[src/rtl/page_output_drain_pkg.sv]
// Shared definitions for the page output path: drain FSM encoding and beat/line geometry.
package page_output_drain_pkg;

   typedef enum logic [2:0] {
      ST_IDLE  = 3'd0,
      ST_READ  = 3'd1,
      ST_FLUSH = 3'd2,
      ST_DONE  = 3'd3,
      ST_WAIT  = 3'd4
   } state_t;

   localparam int BEAT_W     = 512;
   localparam int BEAT_BYTES = BEAT_W / 8;
   localparam int LINE_BYTES = 128;
   localparam int BYTES_W    = 7;

endpackage

[src/rtl/page_output_drain_if.sv]
// Output beat stream of the page drain.
interface page_output_drain_if;
   import page_output_drain_pkg::*;

   // A beat transfers on a cycle where dout_valid & dout_ready; once raised, dout_valid
   // stays high and data/last/bytes stay stable until that transfer happens.
   logic [BEAT_W-1:0]  dout_data;
   logic               dout_valid;
   logic               dout_ready;
   logic               dout_last;
   logic [BYTES_W-1:0] dout_bytes;

   modport master (output dout_data, output dout_valid, output dout_last,
                   output dout_bytes, input dout_ready);
   modport slave  (input dout_data, input dout_valid, input dout_last,
                   input dout_bytes, output dout_ready);

endinterface

[src/rtl/page_output_drain_line_fifo.sv]
// Synchronous line buffer with occupancy count; head word is read combinationally.
module line_fifo #(
   parameter  int DEPTH = 4,
   parameter  int W     = 1024,
   localparam int CNT_W = $clog2(DEPTH + 1),
   localparam int PTR_W = (DEPTH > 1) ? $clog2(DEPTH) : 1
) (
   input  logic             clk,
   input  logic             rst_n,
   input  logic             i_push,
   input  logic [W-1:0]     i_data,
   input  logic             i_pop,
   output logic [W-1:0]     o_data,
   output logic [CNT_W-1:0] o_count
);

   logic [W-1:0]     r_mem [DEPTH];
   logic [PTR_W-1:0] r_wr_ptr;
   logic [PTR_W-1:0] r_rd_ptr;
   logic [CNT_W-1:0] r_count;

   always_ff @(posedge clk or negedge rst_n) begin
      if (!rst_n) begin
         r_wr_ptr <= '0;
         r_rd_ptr <= '0;
         r_count  <= '0;
      end else begin
         if (i_push)
            r_wr_ptr <= (r_wr_ptr == PTR_W'(DEPTH - 1)) ? '0 : r_wr_ptr + 1'b1;
         if (i_pop)
            r_rd_ptr <= (r_rd_ptr == PTR_W'(DEPTH - 1)) ? '0 : r_rd_ptr + 1'b1;
         case ({i_push, i_pop})
            2'b10:   r_count <= r_count + 1'b1;
            2'b01:   r_count <= r_count - 1'b1;
            default: r_count <= r_count;
         endcase
      end
   end

   // Storage carries no reset; the count alone decides what is valid.
   always_ff @(posedge clk) begin
      if (i_push)
         r_mem[r_wr_ptr] <= i_data;
   end

   assign o_data  = r_mem[r_rd_ptr];
   assign o_count = r_count;

endmodule

[src/rtl/page_output_drain.sv]
// Drains a finished page from the history BRAM banks as 512-bit beats, then pulses cl_finish.
module page_output_drain
   import page_output_drain_pkg::*;
#(
   parameter int NUM_BANK   = 16,
   parameter int BANK_AW    = 9,
   parameter int PAGE_LEN_W = 17,
   parameter int RD_LAT     = 2,
   parameter int FIFO_DEPTH = 4
) (
   input  logic                    clk,
   input  logic                    rst_n,
   input  logic                    i_page_finish,
   input  logic [PAGE_LEN_W-1:0]   i_page_len,
   output logic                    o_rd_en,
   output logic [BANK_AW-1:0]      o_rd_addr,
   input  logic [NUM_BANK*64-1:0]  i_rd_data,
   page_output_drain_if.master     dout,
   output logic                    o_cl_finish,
   output logic                    o_busy,
   output state_t                  o_state
);

   localparam int LINE_W  = NUM_BANK * 64;
   localparam int CNT_W   = $clog2(FIFO_DEPTH + 1);
   localparam int LINES_W = PAGE_LEN_W - 6;
   localparam int BEATS_W = PAGE_LEN_W - 5;
   localparam logic [CNT_W:0] DEPTH_L = (CNT_W + 1)'(FIFO_DEPTH);

   state_t              r_state;
   logic                r_pf_q;
   logic [LINES_W-1:0]  r_lines;
   logic [BEATS_W-1:0]  r_beats;
   logic [BYTES_W-1:0]  r_tail;
   logic [BANK_AW-1:0]  r_rd_addr;
   logic [LINES_W-1:0]  r_rd_cnt;
   logic [RD_LAT-1:0]   r_tag;
   logic [CNT_W-1:0]    r_inflight;
   logic [BEATS_W-1:0]  r_beat_cnt;
   logic                r_half;
   logic                r_cl_finish;
   logic                r_busy;

   logic                w_start;
   logic [LINES_W-1:0]  w_lines;
   logic [BEATS_W-1:0]  w_beats;
   logic [BYTES_W-1:0]  w_tail;
   logic [CNT_W-1:0]    w_count;
   logic [CNT_W:0]      w_occ;
   logic                w_rd_en;
   logic                w_push;
   logic                w_valid;
   logic                w_last;
   logic                w_accept;
   logic                w_pop;
   logic [LINE_W-1:0]   w_head;

   assign w_start = i_page_finish & ~r_pf_q;
   assign w_lines = LINES_W'(i_page_len[PAGE_LEN_W-1:7]) + LINES_W'(|i_page_len[6:0]);
   assign w_beats = BEATS_W'(i_page_len[PAGE_LEN_W-1:6]) + BEATS_W'(|i_page_len[5:0]);
   assign w_tail  = (i_page_len[5:0] == 6'd0) ? BYTES_W'(BEAT_BYTES) : {1'b0, i_page_len[5:0]};

   // Reads in flight already own a FIFO slot, so the FIFO can never overflow.
   assign w_occ   = {1'b0, w_count} + {1'b0, r_inflight};
   assign w_rd_en = (r_state == ST_READ) && (w_occ < DEPTH_L);
   assign w_push  = r_tag[RD_LAT-1];

   assign w_valid  = (w_count != '0);
   assign w_last   = w_valid && (r_beat_cnt == r_beats - 1'b1);
   assign w_accept = w_valid && dout.dout_ready;
   assign w_pop    = w_accept && (r_half || w_last);

   line_fifo #(.DEPTH(FIFO_DEPTH), .W(LINE_W)) u_line_fifo (
      .clk     (clk),
      .rst_n   (rst_n),
      .i_push  (w_push),
      .i_data  (i_rd_data),
      .i_pop   (w_pop),
      .o_data  (w_head),
      .o_count (w_count)
   );

   always_ff @(posedge clk or negedge rst_n) begin
      if (!rst_n) begin
         r_state     <= ST_IDLE;
         r_pf_q      <= 1'b0;
         r_lines     <= '0;
         r_beats     <= '0;
         r_tail      <= '0;
         r_rd_addr   <= '0;
         r_rd_cnt    <= '0;
         r_tag       <= '0;
         r_inflight  <= '0;
         r_beat_cnt  <= '0;
         r_half      <= 1'b0;
         r_cl_finish <= 1'b0;
         r_busy      <= 1'b0;
      end else begin
         r_pf_q     <= i_page_finish;
         r_tag      <= (r_tag << 1) | RD_LAT'(w_rd_en);
         r_inflight <= r_inflight + CNT_W'(w_rd_en) - CNT_W'(w_push);
         if (w_rd_en) begin
            r_rd_addr <= r_rd_addr + 1'b1;
            r_rd_cnt  <= r_rd_cnt + 1'b1;
         end
         if (w_accept) begin
            r_beat_cnt <= r_beat_cnt + 1'b1;
            r_half     <= w_pop ? 1'b0 : ~r_half;
         end
         case (r_state)
            ST_IDLE: begin
               if (w_start) begin
                  r_busy     <= 1'b1;
                  r_lines    <= w_lines;
                  r_beats    <= w_beats;
                  r_tail     <= w_tail;
                  r_rd_addr  <= '0;
                  r_rd_cnt   <= '0;
                  r_beat_cnt <= '0;
                  r_half     <= 1'b0;
                  r_state    <= (i_page_len == '0) ? ST_DONE : ST_READ;
               end
            end
            ST_READ: begin
               if (w_rd_en && (r_rd_cnt == r_lines - 1'b1))
                  r_state <= ST_FLUSH;
            end
            ST_FLUSH: begin
               if (w_accept && w_last)
                  r_state <= ST_DONE;
            end
            ST_DONE: begin
               r_cl_finish <= 1'b1;
               r_state     <= ST_WAIT;
            end
            ST_WAIT: begin
               // A level left high here must not start another drain.
               r_cl_finish <= 1'b0;
               r_busy      <= 1'b0;
               if (!i_page_finish)
                  r_state <= ST_IDLE;
            end
            default: r_state <= ST_IDLE;
         endcase
      end
   end

   assign o_rd_en     = w_rd_en;
   assign o_rd_addr   = r_rd_addr;
   assign o_cl_finish = r_cl_finish;
   assign o_busy      = r_busy;
   assign o_state     = r_state;

   assign dout.dout_valid = w_valid;
   assign dout.dout_last  = w_last;
   assign dout.dout_bytes = !w_valid ? '0 : (w_last ? r_tail : BYTES_W'(BEAT_BYTES));
   assign dout.dout_data  = !w_valid ? '0 :
                            (r_half ? w_head[2*BEAT_W-1:BEAT_W] : w_head[BEAT_W-1:0]);

endmodule

[src/flat_wrapper.sv]
// flat-port wrapper written by rule: the top's interface ports become plain ports
module page_output_drain_flat import page_output_drain_pkg::*;
#(
   parameter int NUM_BANK   = 16,
   parameter int BANK_AW    = 9,
   parameter int PAGE_LEN_W = 17,
   parameter int RD_LAT     = 2,
   parameter int FIFO_DEPTH = 4
)
  (clk, rst_n, i_page_finish, i_page_len, o_rd_en, o_rd_addr, i_rd_data, o_cl_finish, o_busy, o_state, dout_dout_data, dout_dout_valid, dout_dout_last, dout_dout_bytes, dout_dout_ready);
  page_output_drain_if dout_i ();
  input  logic clk;
  input  logic rst_n;
  input  logic i_page_finish;
  input  logic [PAGE_LEN_W-1:0] i_page_len;
  output logic o_rd_en;
  output logic [BANK_AW-1:0] o_rd_addr;
  input  logic [NUM_BANK*64-1:0] i_rd_data;
  output logic o_cl_finish;
  output logic o_busy;
  output state_t o_state;
  output wire logic [$bits(dout_i.dout_data)-1:0] dout_dout_data;
  output wire logic [$bits(dout_i.dout_valid)-1:0] dout_dout_valid;
  output wire logic [$bits(dout_i.dout_last)-1:0] dout_dout_last;
  output wire logic [$bits(dout_i.dout_bytes)-1:0] dout_dout_bytes;
  input wire logic [$bits(dout_i.dout_ready)-1:0] dout_dout_ready;
  assign dout_dout_data = dout_i.dout_data;
  assign dout_dout_valid = dout_i.dout_valid;
  assign dout_dout_last = dout_i.dout_last;
  assign dout_dout_bytes = dout_i.dout_bytes;
  assign dout_i.dout_ready = dout_dout_ready;
  page_output_drain #(.NUM_BANK(NUM_BANK), .BANK_AW(BANK_AW), .PAGE_LEN_W(PAGE_LEN_W), .RD_LAT(RD_LAT), .FIFO_DEPTH(FIFO_DEPTH)) u_core (.clk(clk), .rst_n(rst_n), .i_page_finish(i_page_finish), .i_page_len(i_page_len), .o_rd_en(o_rd_en), .o_rd_addr(o_rd_addr), .i_rd_data(i_rd_data), .dout(dout_i), .o_cl_finish(o_cl_finish), .o_busy(o_busy), .o_state(o_state));
endmodule
[config.mk]
export PLATFORM = sky130hd
export DESIGN_NAME = page_output_drain_flat
export DESIGN_NICKNAME = d
export VERILOG_FILES = /design/src/rtl/page_output_drain_pkg.sv /design/src/rtl/page_output_drain_if.sv /design/src/rtl/page_output_drain_line_fifo.sv /design/src/rtl/page_output_drain.sv /design/src/flat_wrapper.sv
export SDC_FILE = /design/constraint.sdc
export NUM_CORES = 2
export LEC_CHECK = 0
export ABC_CLOCK_PERIOD_IN_PS = 41000
export CAP_MARGIN = 20
export CORE_AREA = 4 4 616 618
export DETAILED_ROUTE_END_ITERATION = 8
export DIE_AREA = 0 0 620 622
export GPL_TIMING_DRIVEN = 0
export SETUP_SLACK_MARGIN = 0.1
export SLEW_MARGIN = 20
export SYNTH_ARGS = -nofsm -noshare
export SYNTH_HDL_FRONTEND = slang
export SYNTH_SLANG_ARGS = --single-unit
[constraint.sdc]
create_clock -name clk -period 41 [get_ports clk]
set_input_delay 12.3 -clock clk [delete_from_list [all_inputs] [get_ports clk]]
set_output_delay 12.3 -clock clk [all_outputs]
set_load 0.005 [all_outputs]
==> impl_summary.md <==
Placed design
The setup slack after placement is 23.99 ns. The number of port buffers is 1576. At the end of routability-driven placement, the weighted congestion stood at ~0.85.

The placed wire-length estimate after detailed placement is 345000 um. The post-placement cell count is ~14000.

Detailed routing
The final routed wirelength across all metal layers is around 480000 um. The remaining routing DRC violations is 0. Once detail routing completed, the nets flagged for antenna violations numbered 0. Dividing the detail-routed wire length by the instance count gives ~32 um. The detailed-route via count is 81400. Dividing the detail-routed via count by the number of cells gives about 5.5. For this run, the detailed router's first-pass iteration total came to 6. The initial DRC count is approximately 8300.

STA
The number of hold-slack violations in the final timing report is 0. Of the available clock period, the critical path in the final layout requires 0.425. The clock arrives with 0.0656 ns of skew. In this run the tightest slew margin relative to its limit is 0.228.

The number of pins exceeding their max-slew limit in the final report is 0. Across all setup checks in the final design, the least slack found is roughly 24 ns. Setup violations remaining at the end of the flow were counted as 0. Setup repair after global routing left no endpoint under its margin.

The shortest period the worst path allows is around 17 ns. For this run, the top clock speed supported by timing is approximately 57 MHz. The worst slack on hold paths is 0.362 ns.

At the pin with the least slew margin, the transition time is between 1 and 1.5 ns. In the final timing run, aggregate negative setup slack is 0 ns.

Yosys
The net count after synthesis is approximately 8000. Yosys printed 0 warnings. The async set-or-reset flop fraction in the synthesized netlist is 0.0194. The post-synthesis cell area is ~0.16 sq mm. For this run, the register share of the synthesized area comes to 0.785. The prevailing post-synth register cell is edfxtp_1. Synthesis produced around 7000 cells. The number of different library cells in the post-synthesis netlist is 57. The synthesized design contains 4096 enable-type register cells. The mean instance size in the synthesized netlist is roughly 23 sq um.

The post-synthesis sequential element count is ~4200.

Pwr
The maximum resistive drop on vdd is between 40 and 50 uV. In this run the static leakage power is 65.7 nW. The total power per unit cell area is roughly 70 mW/mm^2.

Floorplan
The area enclosed by the die boundary is between 0.3 and 0.4 sq mm. After floorplanning, the core was divided into between 200 and 250 placement rows. The total I/O pin count is 1581.

The effective utilization at floorplan is 0.426. The die is around 620 um wide. The chip height is 622 um. The total core area is approximately 0.37 sq mm.

Clock network
The source-to-sink clock delay at the later pin of the worst-skew pair is roughly 1 ns. No sink is reached through more buffers than the 4 on the longest clock path. CTS placed an instance of clkbuf_16 at the clock tree root.

CTS built an H-tree with a depth of 5. TritonCTS created 435 clock buffers. Once the clock tree was built, the resizer swapped 0 gates to a different size. TritonCTS built the clock tree.

The post-CTS setup buffer count is 0. Clock tree synthesis found a total of between 4000 and 5000 sinks. The clock edge transition at the registers on the reported setup and hold paths is roughly 0.06 ns. The quantity of hold-fixing buffers added after cts is 0.

Cells and area
The net total in the final layout is about 10000. Relative to the synthesized area, the layout overhead comes to 25.5%. In the final layout, the multi-input gates occupy 0.0328 sq mm. The layout has a little under 30000 filler cells. In the final layout, the share of cells above drive strength 1 is 0.201.

The finished layout holds 14700 standard cells, fillers aside. The sequential cell area in the final layout is 0.125 sq mm.

Setup path
The count of cells along the worst register-to-register path is 14. The worst setup path category is flip-flop to primary output. The nature of the critical path endpoint is a primary output. Data on the critical path is required at its endpoint by 28.70 ns. The critical path launch point type is a flip-flop. Setup slack on the worst reg-to-reg path comes out at roughly 37 ns. The worst flop-to-flop path startpoint is u_core.r_beats[0]$_DFFE_PN0P_. The maximum fanout count along the critical path is 10. The destination of the worst register-to-register timing path is u_core.u_line_fifo.o_count[2]$_DFFE_PN0P_. The data arrival time of the worst path is 5.14 ns.

Worst hold path
The classification of the worst-slack hold path is flip-flop to flip-flop. For hold timing, the worst endpoint is u_core.r_tag[1]$_DFF_PN0_. The startpoint of the lowest-slack hold path is u_core.r_tag[0]$_DFF_PN0_. Along the worst hold path, the cell count comes to 0.

GRT
The global-route wire length before repair is 658000 um. Global routing finished with a remaining overflow of 0. The via count of the first global-routing pass came to 83600. The total global-route track usage is 0.243. The number of antenna violations at the first check in global routing is roughly 350. Entering global routing, the biggest net connects 48 pins.

Outcome
The run finished with clean final reports.

Job
The number of max-cap violations is 0.
==> where the power goes <==
group | total, W | leakage (nW) | internal (W) | switching, W
clock network | 0.00407 | 7.21 | 0.00241 | 0.00166
logic | 0.00464 | 20.4 | 0.00217 | 0.00247
registers | 0.00522 | 38.1 | 0.00512 | 0.0000963
==> layout by cell type (no fill, tap or decap), types with 34 or more instances in the layout <==
| master | synthesis | routed |
|---|---|---|
| dfrtp_1 | 81 | 81 |
| clkbuf_2 | 0 | 37 |
| xor2_1 | 34 | 34 |
| clkdlybuf4s50_1 | 0 | 1575 |
| xnor2_1 | 37 | 37 |
| buf_16 | 0 | 91 |
| clkbuf_16 | 0 | 441 |
| clkbuf_1 | 192 | 245 |
| diode_2 | 0 | 144 |
| clkinv_2 | 0 | 74 |
| buf_2 | 58 | 66 |
| mux2i_1 | 513 | 513 |
| nor2_1 | 573 | 573 |
| buf_1 | 119 | 99 |
| mux4_2 | 1024 | 1024 |
| nand2_1 | 61 | 61 |
| clkinv_1 | 0 | 94 |
| bufinv_16 | 0 | 68 |
| edfxtp_1 | 4096 | 4096 |
==> through the flow <==
step | total power (W) | util | instance area, sq um
after floorplan | 0.00803 | - | 159000
after global placement | 0.0108 | 0.484 | 181000
after detailed placement | 0.0100 | 0.493 | 185000
after CTS | 0.0141 | 0.533 | 200000
after global routing | 0.0145 | 0.534 | 200000
final | 0.0139 | 0.534 | 200000
==> critical path, stage by stage (launching register included) <==
cell and delay (ns):
dfrtp_1 0.36, buf_2 0.53, buf_2 0.77, buf_1 0.78
mux4_2 0.61, mux2i_1 0.34, nor2_1 0.08, clkdlybuf4s50_1 0.61
==> layer usage <==
layer  vias to the layer above  share of wire  GRT usage
li1                      33900              -          -
met5                         -         0.0017          0
met1                     42900           0.36      0.295
met4                       122          0.052      0.110
met2                      3406           0.50      0.408
met3                      1092          0.080     0.0627
==> worst max path at each step <==
stage,start,end,slack (ns),depth (start not counted)
floorplan,u_core.u_line_fifo.r_wr_ptr[0]$_DFFE_PN0P_,u_core.u_line_fifo.r_mem[0][0]$_DFFE_PP_,15.86,3
global placement,u_core.u_line_fifo.r_wr_ptr[0]$_DFFE_PN0P_,u_core.u_line_fifo.r_mem[0][337]$_DFFE_PP_,-5.88,3
detailed placement,u_core.u_line_fifo.r_rd_ptr[0]$_DFFE_PN0P_,dout_dout_data[441],23.99,7
CTS,u_core.u_line_fifo.r_rd_ptr[0]$_DFFE_PN0P_,dout_dout_data[441],22.93,7
global route,u_core.u_line_fifo.r_rd_ptr[0]$_DFFE_PN0P_,dout_dout_data[441],23.08,7
finish,u_core.u_line_fifo.r_rd_ptr[0]$_DFFE_PN0P_,dout_dout_data[414],23.56,7
==> state kept, by name, summed over array words and instances, names as in the netlist <==
signal	flops
u_core.r_lines	11
u_core.r_tail	7
u_core.r_half	1
u_core.r_rd_cnt	11
u_core.r_beat_cnt	12
u_core.r_tag	2
u_core.u_line_fifo.r_mem	4096
u_core.r_beats	12
u_core.o_busy	1
u_core.r_pf_q	1
u_core.o_rd_addr	9
u_core.u_line_fifo.o_count	3
u_core.o_cl_finish	1
u_core.u_line_fifo.r_rd_ptr	2
u_core.o_state	3
u_core.r_inflight	3
u_core.u_line_fifo.r_wr_ptr	2
==> cells by family (layout without fill, tap and decap cells) <==
logic type,Yosys count,count (layout),share of synthesized area
flip-flops,4177,4177,0.785
AND/OR/NAND/NOR,756,756,0.0198
buffers and inverters,392,2910,0.00974
adder cells (fa/ha/maj),21,21,0.00174
multiplexers,1537,1537,0.177
other,0,144,0
AO/OA/AOI/OAI,76,76,0.00315
XOR/XNOR,71,71,0.00390
==> cell usage after synthesis (all sizes together), types with 13 or more instances <==
cell type     n  area (sq um)
edfxtp     4096        123000
mux4       1024         23100
nor2        574          2160
mux2i       513          5130
clkbuf      192           721
buf         178           748
dfrtp        81          2030
nand2        61           229
xnor2        37           324
xor2         34           298
o21ai        28           140
inv          22          82.6
a21oi        21           105
ha           19           238
nand3        17          85.1
nand4        14          87.6
nor3         14          75.1
or3          13          81.3
==> final cells by class <==
cell class	instances	share of cell area
Antenna cell	144	0.00180
Buffer	370	0.00763
Clock buffer	523	0.0569
Clock inverter	288	0.0177
Inverter	22	0.000413
Multi-Input combinational cell	2461	0.164
Sequential cell	4177	0.625
Tap cell	4994	0.0312
Timing Repair Buffer	1707	0.0951
Note: power is estimated with default switching activity, not from simulation.
